### config.mk
export PLATFORM = sky130hd
export DESIGN_NAME = pwm_mixer_nch_flat
export DESIGN_NICKNAME = d
export VERILOG_FILES = /design/src/rtl/pwm_mixer_nch_if.sv /design/src/rtl/pwm_mixer_nch.sv /design/src/flat_wrapper.sv
export SDC_FILE = /design/constraint.sdc
export NUM_CORES = 1
export LEC_CHECK = 0
export ABC_AREA = 1
export CELL_PAD_IN_SITES_DETAIL_PLACEMENT = 1
export CELL_PAD_IN_SITES_GLOBAL_PLACEMENT = 2
export CORE_AREA = 3 3 124 126
export CTS_BUF_LIST = sky130_fd_sc_hd__clkbuf_16
export CTS_CLUSTER_SIZE = 14
export DETAILED_ROUTE_END_ITERATION = 8
export DIE_AREA = 0 0 127 129
export GPL_TIMING_DRIVEN = 1
export PLACE_DENSITY_LB_ADDON = 0.1
export SETUP_SLACK_MARGIN = 0.4
export SYNTH_ARGS = -nofsm -noshare
export SYNTH_HDL_FRONTEND = slang
export SYNTH_SLANG_ARGS = --single-unit
### constraint.sdc
create_clock -name clk -period 4.58 [get_ports clk]
set_input_delay 0.916 -clock clk [delete_from_list [all_inputs] [get_ports clk]]
set_output_delay 0.916 -clock clk [all_outputs]
set_load 0.005 [all_outputs]
### src/rtl/pwm_mixer_nch_if.sv
// rtl/pwm_mixer_nch_if.sv - encoder/PWM/debug signal bundle for pwm_mixer_nch
interface pwm_mixer_nch_if #(
    parameter int NUM_CH = 3,
    parameter int CNT_W  = 8
);
    localparam int SEL_W = (NUM_CH > 1) ? $clog2(NUM_CH) : 1;

    logic [NUM_CH-1:0]       enc_a;
    logic [NUM_CH-1:0]       enc_b;
    logic [NUM_CH-1:0]       pwm_out;
    logic [NUM_CH*CNT_W-1:0] enc_val;
    logic [SEL_W-1:0]        dbg_sel;
    logic [CNT_W-1:0]        dbg_val;

    modport master (
        output enc_a, enc_b, dbg_sel,
        input  pwm_out, enc_val, dbg_val
    );

    modport slave (
        input  enc_a, enc_b, dbg_sel,
        output pwm_out, enc_val, dbg_val
    );
endinterface

### src/rtl/pwm_mixer_nch.sv
// rtl/pwm_mixer_nch.sv - NUM_CH quadrature encoders driving NUM_CH PWM outputs with debug readback
// Optional PWM_STAGGER_EN offsets each channel's PWM compare count to spread rising edges.
module pwm_mixer_nch #(
    parameter int NUM_CH   = 3,
    parameter int CNT_W    = 8,
    parameter int DB_DIV   = 4,
    parameter int SATURATE = 1,
    parameter int STEP     = 1
) (
    input  logic           clk,
    input  logic           reset,
    pwm_mixer_nch_if.slave bus
);
    localparam int               PW       = (DB_DIV > 1) ? $clog2(DB_DIV) : 1;
    localparam logic [PW-1:0]    PRE_LAST = PW'(DB_DIV - 1);
    localparam logic [CNT_W-1:0] MAX      = '1;
    localparam logic [CNT_W:0]   STEP_X   = (CNT_W + 1)'(STEP);

    logic [NUM_CH-1:0] a_s1, a_s2, b_s1, b_s2;
    logic [NUM_CH-1:0] a_db, b_db, a_prv, b_prv;
    logic [NUM_CH-1:0] valid, inc, dcr;
    logic [PW-1:0]     presc;
    logic              tick;
    logic              dec_en;
    logic [CNT_W-1:0]  pwm_cnt;
    logic [CNT_W-1:0]  level     [NUM_CH];
    logic [CNT_W-1:0]  level_nxt [NUM_CH];
    logic [CNT_W-1:0]  duty      [NUM_CH];
    logic [CNT_W-1:0]  cmp_cnt   [NUM_CH];
    logic [CNT_W:0]    sum       [NUM_CH];
    logic [CNT_W:0]    dif       [NUM_CH];
    logic [NUM_CH-1:0] pwm_q;
    logic [CNT_W-1:0]  dbg;

    assign tick = (presc == PRE_LAST);

    // A change with B steady is a detent; direction is A xor B after the change.
    assign valid = {NUM_CH{dec_en}} & (a_db ^ a_prv) & ~(b_db ^ b_prv);
    assign inc   = valid & (a_db ^ b_db);
    assign dcr   = valid & ~(a_db ^ b_db);

    always_comb begin
        for (int i = 0; i < NUM_CH; i++) begin
            sum[i]       = {1'b0, level[i]} + STEP_X;
            dif[i]       = {1'b0, level[i]} - STEP_X;
            level_nxt[i] = level[i];
            if (inc[i]) begin
                level_nxt[i] = (SATURATE != 0 && sum[i][CNT_W]) ? MAX : sum[i][CNT_W-1:0];
            end else if (dcr[i]) begin
                level_nxt[i] = (SATURATE != 0 && dif[i][CNT_W]) ? '0 : dif[i][CNT_W-1:0];
            end
        end
    end

`ifdef PWM_STAGGER_EN
    localparam int SPAN = (1 << CNT_W) / NUM_CH;
    for (genvar g = 0; g < NUM_CH; g++) begin : g_cmp
        assign cmp_cnt[g] = pwm_cnt + CNT_W'(g * SPAN);
    end
`else
    for (genvar g = 0; g < NUM_CH; g++) begin : g_cmp
        assign cmp_cnt[g] = pwm_cnt;
    end
`endif

    always_ff @(posedge clk) begin
        if (reset) begin
            a_s1    <= '0;
            a_s2    <= '0;
            b_s1    <= '0;
            b_s2    <= '0;
            a_db    <= '0;
            b_db    <= '0;
            a_prv   <= '0;
            b_prv   <= '0;
            presc   <= '0;
            dec_en  <= 1'b0;
            pwm_cnt <= '0;
            pwm_q   <= '0;
            for (int i = 0; i < NUM_CH; i++) begin
                level[i] <= '0;
                duty[i]  <= '0;
            end
        end else begin
            a_s1    <= bus.enc_a;
            a_s2    <= a_s1;
            b_s1    <= bus.enc_b;
            b_s2    <= b_s1;
            presc   <= tick ? '0 : presc + PW'(1);
            dec_en  <= tick;
            if (tick) begin
                a_db  <= a_s2;
                b_db  <= b_s2;
                a_prv <= a_db;
                b_prv <= b_db;
            end
            pwm_cnt <= pwm_cnt + CNT_W'(1);
            for (int i = 0; i < NUM_CH; i++) begin
                level[i] <= level_nxt[i];
                // Shadow load at the channel's own period end keeps every period glitch-free.
                if (cmp_cnt[i] == MAX) begin
                    duty[i] <= level_nxt[i];
                end
                pwm_q[i] <= (duty[i] > cmp_cnt[i]);
            end
        end
    end

    always_comb begin
        dbg = '0;
        for (int i = 0; i < NUM_CH; i++) begin
            if (int'(bus.dbg_sel) == i) begin
                dbg = level[i];
            end
        end
    end

    for (genvar g = 0; g < NUM_CH; g++) begin : g_out
        assign bus.enc_val[g*CNT_W +: CNT_W] = level[g];
    end

    assign bus.pwm_out = pwm_q;
    assign bus.dbg_val = dbg;
endmodule

### src/flat_wrapper.sv
// flat-port wrapper written by rule: the top's interface ports become plain ports
module pwm_mixer_nch_flat 
#(
    parameter int NUM_CH   = 3,
    parameter int CNT_W    = 8,
    parameter int DB_DIV   = 4,
    parameter int SATURATE = 1,
    parameter int STEP     = 1
)
  (clk, reset, bus_enc_a, bus_enc_b, bus_dbg_sel, bus_pwm_out, bus_enc_val, bus_dbg_val);
  pwm_mixer_nch_if #(.NUM_CH(NUM_CH), .CNT_W(CNT_W)) bus_i ();
  input  logic clk;
  input  logic reset;
  input wire logic [$bits(bus_i.enc_a)-1:0] bus_enc_a;
  input wire logic [$bits(bus_i.enc_b)-1:0] bus_enc_b;
  input wire logic [$bits(bus_i.dbg_sel)-1:0] bus_dbg_sel;
  output wire logic [$bits(bus_i.pwm_out)-1:0] bus_pwm_out;
  output wire logic [$bits(bus_i.enc_val)-1:0] bus_enc_val;
  output wire logic [$bits(bus_i.dbg_val)-1:0] bus_dbg_val;
  assign bus_i.enc_a = bus_enc_a;
  assign bus_i.enc_b = bus_enc_b;
  assign bus_i.dbg_sel = bus_dbg_sel;
  assign bus_pwm_out = bus_i.pwm_out;
  assign bus_enc_val = bus_i.enc_val;
  assign bus_dbg_val = bus_i.dbg_val;
  pwm_mixer_nch #(.NUM_CH(NUM_CH), .CNT_W(CNT_W), .DB_DIV(DB_DIV), .SATURATE(SATURATE), .STEP(STEP)) u_core (.clk(clk), .reset(reset), .bus(bus_i));
endmodule
==> impl_metrics.json, run 1 <==
{
  "outcome": "finished, final reports clean",
  "crit_type": "primary input to primary output",
  "final_core_util_pct": 42.2,
  "fin_skew_ns": 0.00307,
  "vias": 4716,
  "worst_ep_required_time_ns": 3.66,
  "cts_sinks": 86,
  "nets": 788,
  "holdCritPathClass": "flip-flop to flip-flop",
  "power-per-cell-area_nw_per_um2": 265,
  "clk_pin_slew_worst_paths_ns": 0.06,
  "final_antenna_net_count": 0,
  "drt-total-wl_um": 15400,
  "final_cell_mix": "nand2_1, inv_1, nor2_1, dfxtp_1, nand3_1",
  "initial_core_util_pct": 36.4,
  "syn-instance-count": 707,
  "syn_area_per_cell_um2": 7.43,
  "cts_tree": "yes",
  "cts.path.max_buffers": 2,
  "netlist_area_um2": 5260,
  "path_max_fanout": 8,
  "antenna_found_initial": 0,
  "synth_seq_cells": 86,
  "synth_top_area_cell": "dfxtp_1",
  "yosys-top-cells-area": "dfxtp_1, edfxtp_1, nand2_1",
  "die_h_um": 129,
  "cts.repair.resized": 0,
  "p_leak_uw": 0.00259,
  "relSlewSlack_pct": 33.1,
  "grt_overflow": 0,
  "synth_top_family_by_area": "simple AND/OR/NAND/NOR gates",
  "gp_congestion": 0.829,
  "top_layer_used": "met4",
  "synth_fa_ha_area_share_pct": 7.62,
  "track_usage_pct": 19.4,
  "synth.distinct_cells": 40,
  "crit_family": "buffers and inverters",
  "cts_setup_buffers": 0,
  "synth_nets": 749,
  "hold_viol_final": 0,
  "synth_compound_area_share_pct": 10.8,
  "drc": 0,
  "h-tree-depth": 3,
  "ys.warnings.count": 0,
  "port-buffer-count": 44,
  "place_hpwl_um": 11900,
  "area_growth_pct": 15.8,
  "firstDrtPassIters": 4,
  "wl_met1_um": 7540,
  "fin_crit_sh_pct": 80.5,
  "cp.buffers_inverters": 3,
  "dr.first_iter.drc_count": 247,
  "worst_pin_slew_ns": 1.00,
  "post-route-min-period_ns": 3.69,
  "core_um2": 14400,
  "grt_pass1_vias": 4927,
  "clock_latency_ns": 0.33,
  "crit_chain": "clkdlybuf4s50_1 > inv_1 > nor2_1 > nand2_1 > nand3_1 > clkdlybuf4s50_1",
  "viasPerCell": 5.04,
  "drv_cap": 0,
  "ctsHoldBuffers": 0,
  "cp_common_cell": "clkdlybuf4s50_1",
  "critPathArrivalTime_ns": 2.77,
  "endpoint_kind": "primary output",
  "synth.mux.area_fraction_pct": 0,
  "slowest_delay_ns": 0.52,
  "rows": 44,
  "route.met3.wl_um": 229,
  "io_pins": 45,
  "routedWlPerCell_um": 16.4,
  "synth_xor_xnor_area_share_pct": 1.83,
  "final_common_cell": "nand2_1",
  "ir_drop_mv": 0.176,
  "netlist.area_leader.share_pct": 23.6,
  "drive_above_1_share_pct": 11.3,
  "cts_buffers": 9,
  "antenna_cells": 0,
  "critPathSlowestCell": "clkdlybuf4s50_1",
  "rsz0062_at_grt": "false",
  "die-area_um2": 16400,
  "setup_viol": 0,
  "startpoint_type": "primary input",
  "grt_max_degree": 40,
  "cts_root_buf": "clkbuf_16",
  "die_x_um": 127,
  "yosys.area_share.simple_pct": 33.0,
  "wl_met2_um": 7130,
  "slew_violations": 0,
  "fmax_mhz": 271,
  "grt_pass1_wl_um": 25300,
  "yosysSeqAreaShare_pct": 37.3,
  "tns_ns": 0
}
-- state kept, by name, summed over array words and instances (netlist names) --
signal / count
u_core.b_s1: 3
u_core.pwm_cnt: 8
u_core.a_s2: 3
u_core.dec_en: 1
u_core.b_prv: 3
u_core.duty: 24
u_core.level: 24
u_core.a_s1: 3
u_core.b_db: 3
u_core.b_s2: 3
u_core.a_db: 3
u_core.presc: 2
u_core.bus.pwm_out: 3
u_core.a_prv: 3
-- worst paths after layout --
check                                     from                               end  cells after the start  slack, ns
setup reg to reg  u_core.pwm_cnt[0]$_SDFF_PP0_  u_core.duty[0][20]$_SDFFCE_PN0P_                      7       2.15
hold reg to reg      u_core.b_s1[0]$_SDFF_PP0_         u_core.b_s2[0]$_SDFF_PP0_                      2       0.41
setup / recovery                bus_dbg_sel[1]                    bus_dbg_val[0]                      6       0.89
hold / removal       u_core.b_s1[0]$_SDFF_PP0_         u_core.b_s2[0]$_SDFF_PP0_                      2       0.41
-- metal layers --
metal	vias to the layer above	track usage (%)
met2	51	32.5
met5	-	0
met4	0	7.76
met1	2257	25.8
li1	2382	-
met3	26	2.20
-- cell usage after synthesis --
cell,count
a211oi_1,3
buf_4,4
nand4_1,11
o21bai_1,1
buf_6,6
nand3_2,6
inv_1,75
a21oi_2,12
nor4_2,1
nand2_1,179
nor3_1,3
clkbuf_1,3
a21oi_1,44
nand2_2,11
nand3_4,1
nand3b_1,1
xnor2_1,4
nor2_4,4
o21ai_1,4
nor2_8,1
o22ai_1,6
clkinv_4,1
xor2_1,7
inv_2,15
dfxtp_1,62
nor2_2,9
nor4_4,1
o21ai_2,1
nand4_2,2
o21ai_0,26
buf_2,2
nand3_1,61
clkbuf_8,2
nor3_2,3
edfxtp_1,24
o211ai_1,2
nor2_1,73
clkinv_2,1
ha_1,32
nand2_4,3
-- metrics by stage --
stage / area [um2] / hold slack (ns) / instances / setup WS (ns) / total power (uW)
3_5_place_dp: 5790 / 0.401 / 919 / 0.926 / 919
5_1_grt: 6090 / 0.431 / 935 / 0.786 / 1680
3_3_place_gp: 5790 / 0.392 / 919 / 1.06 / 912
2_1_floorplan: 5260 / 0.388 / 707 / 2.27 / 882
6_report: 6090 / 0.408 / 935 / 0.894 / 1620
4_1_cts: 6090 / 0.410 / 935 / 0.912 / 1630
-- power by group --
group | total, uW | leakage [uW] | internal (uW) | switching (uW)
Sequential | 810 | 0.000752 | 800 | 9.74
Combinational | 90.5 | 0.00168 | 33.6 | 56.9
Clock | 715 | 0.000161 | 427 | 288
Total | 1620 | 0.00259 | 1260 | 354
-- layout make-up --
| cell class | count | area [um2] |
|---|---|---|
| Inverter | 92 | 352 |
| Tap cell | 184 | 230 |
| Fill cell | 1820 | 8340 |
| Timing Repair Buffer | 45 | 448 |
| Clock buffer | 11 | 275 |
| Sequential cell | 86 | 1960 |
| Clock inverter | 5 | 23.8 |
| Multi-Input combinational cell | 512 | 2800 |
-- worst reg2reg max path, cell delays in order (launching register included) --
cell and delay, ns:
dfxtp_1 0.50, ha_1 0.24, nand2_1 0.07, inv_2 0.08, nand2_4 0.06, nor4_4 0.19, nand2_1 0.15, nand2_1 0.76
-- logic make-up (layout without fill, tap and decap cells) --
group / count (synthesis) / count (layout)
xor+xnor: 11 / 11
flops: 86 / 86
simple gates: 370 / 370
fa+ha+maj: 32 / 32
buf+inv: 109 / 153
compound gates: 99 / 99
(Power assumes the default switching activity.)
==> run 2, diff against run 1 <==
- CORE_AREA: 3 3 124 126 -> 3 3 129 131
- DIE_AREA: 0 0 127 129 -> 0 0 132 134
- clock period: 4.58 -> 3.7 ns (I/O delays scaled with it)
==> impl_metrics.json, run 2 (same netlist as run 1, synthesis figures left out) <==
{
  "final_common_cell": "nand2_1",
  "rsz0062_at_grt": "false",
  "fmax_mhz": 319,
  "p_sw_share_pct": 23.1,
  "reg_top3": "u_core.duty: 24 flops, u_core.level: 24 flops, u_core.pwm_cnt: 8 flops",
  "core_um2": 15700,
  "cts_buffers": 9,
  "placed_area_um2": 5840,
  "cts_sinks": 86,
  "die_h_um": 134,
  "drive_above_1_share_pct": 12.4,
  "ff2ff_setup_slack_ns": 1.15,
  "worst_pin_slew_ns": 0.766,
  "antenna_found_initial": 0,
  "io_pins": 45,
  "clock_latency_ns": 0.35,
  "dr.first_iter.drc_count": 146,
  "place_hpwl_um": 11900,
  "viasPerCell": 4.79,
  "vias": 4644,
  "relSlewSlack_pct": 48.8,
  "cts_setup_buffers": 0,
  "crit_type": "primary input to primary output",
  "setup_viol": 0,
  "total_power_uw": 2090,
  "pwr-share-seq_pct": 48.0,
  "p_leak_uw": 0.00260,
  "cts.path.max_buffers": 2,
  "hold_viol_final": 0,
  "h-tree-depth": 3,
  "antenna_cells": 0,
  "fin_area_um2": 6170,
  "grt_overflow": 0,
  "nets": 790,
  "clockPowerShare_pct": 46.7,
  "fin_crit_sh_pct": 84.6,
  "n_fill_cell": 1954,
  "cts_root_buf": "clkbuf_16",
  "drc": 0,
  "switchingPower_uw": 483,
  "rows": 46,
  "drt-total-wl_um": 15000,
  "slew_violations": 0,
  "die_x_um": 132,
  "initial_core_util_pct": 33.5,
  "ff_latch_area_um2": 1960,
  "startpoint_type": "primary input",
  "final_antenna_net_count": 0,
  "post-route-min-period_ns": 3.13,
  "track_usage_pct": 17.9,
  "endpoint_kind": "primary output",
  "power-per-cell-area_nw_per_um2": 339,
  "critPathArrivalTime_ns": 2.39,
  "cts_tree": "yes",
  "grt_max_degree": 40,
  "worst_ep_required_time_ns": 2.96,
  "area_growth_pct": 17.4,
  "ir_drop_mv": 0.347,
  "final_cell_mix": "nand2_1, inv_1, nor2_1, dfxtp_1, nand3_1",
  "die-area_um2": 17700,
  "final_core_util_pct": 39.3,
  "power_frac_comb_pct": 5.3,
  "path_max_fanout": 8,
  "firstDrtPassIters": 4,
  "drv_cap": 0,
  "holdCritPathClass": "flip-flop to flip-flop",
  "fin_skew_ns": 0.00666,
  "grt_pass1_vias": 4908,
  "routedWlPerCell_um": 15.5,
  "multi_input_area_um2": 2800,
  "port-buffer-count": 44,
  "clk_pin_slew_worst_paths_ns": 0.07,
  "grt_pass1_wl_um": 25300,
  "outcome": "finished, final reports clean",
  "tns_ns": 0,
  "intPower_uw": 1610,
  "gp_congestion": 0.836
}
==> run 2: area by class of cell <==
| class | count | area share, % |
|---|---|---|
| clock buffer | 10 | 4.06 |
| clock inverter | 6 | 1.16 |
| inverter | 92 | 5.70 |
| multi-input combinational | 512 | 45.4 |
| sequential | 86 | 31.8 |
| tap | 216 | 4.38 |
| timing repair buffer | 47 | 7.50 |
==> run 2: worst paths after layout <==
path | to | cells after the start | from
min reg2reg | u_core.b_s2[0]$_SDFF_PP0_ | 2 | u_core.b_s1[0]$_SDFF_PP0_
max reg2reg | u_core.duty[0][0]$_SDFFCE_PN0P_ | 8 | u_core.pwm_cnt[0]$_SDFF_PP0_
min | u_core.b_s2[0]$_SDFF_PP0_ | 2 | u_core.b_s1[0]$_SDFF_PP0_
max | bus_dbg_val[1] | 5 | bus_dbg_sel[1]
==> run 2: power groups by stage <==
stage	registers [uW]	clock network [uW]	logic [uW]
after floorplan	1020	0	72.6
after global placement	1020	0	107
after detailed placement	1020	0	114
after CTS	1000	1000	115
after global routing	1000	1040	131
final	1000	976	111
==> run 2: metrics by stage <==
stage | hold slack, ns | setup WS [ns] | std cells
floorplan | 0.388 | 1.72 | 707
global placement | 0.395 | 0.521 | 953
detailed placement | 0.396 | 0.453 | 953
CTS | 0.413 | 0.440 | 969
global route | 0.420 | 0.477 | 969
finish | 0.408 | 0.569 | 969
==> run 2: repair_timing <==
action                                  4_1_cts  5_1_grt
hold buffers                                  0        0
resized for setup                             0        2
endpoints found under the setup margin        0        2
==> run 2: worst max-delay path, stage by stage <==
cell,delay (ns)
clkdlybuf4s50_1,0.45
nor2_1,0.41
nand2_1,0.10
nand3_1,0.15
clkdlybuf4s50_1,0.53
==> run 2: metal layers <==
metal	track usage [%]	wire (um)	up-vias
met3	3.23	275	10
met5	0	0	-
met4	4.55	136	0
li1	-	-	2385
met1	22.6	7010	2212
met2	31.7	7550	37
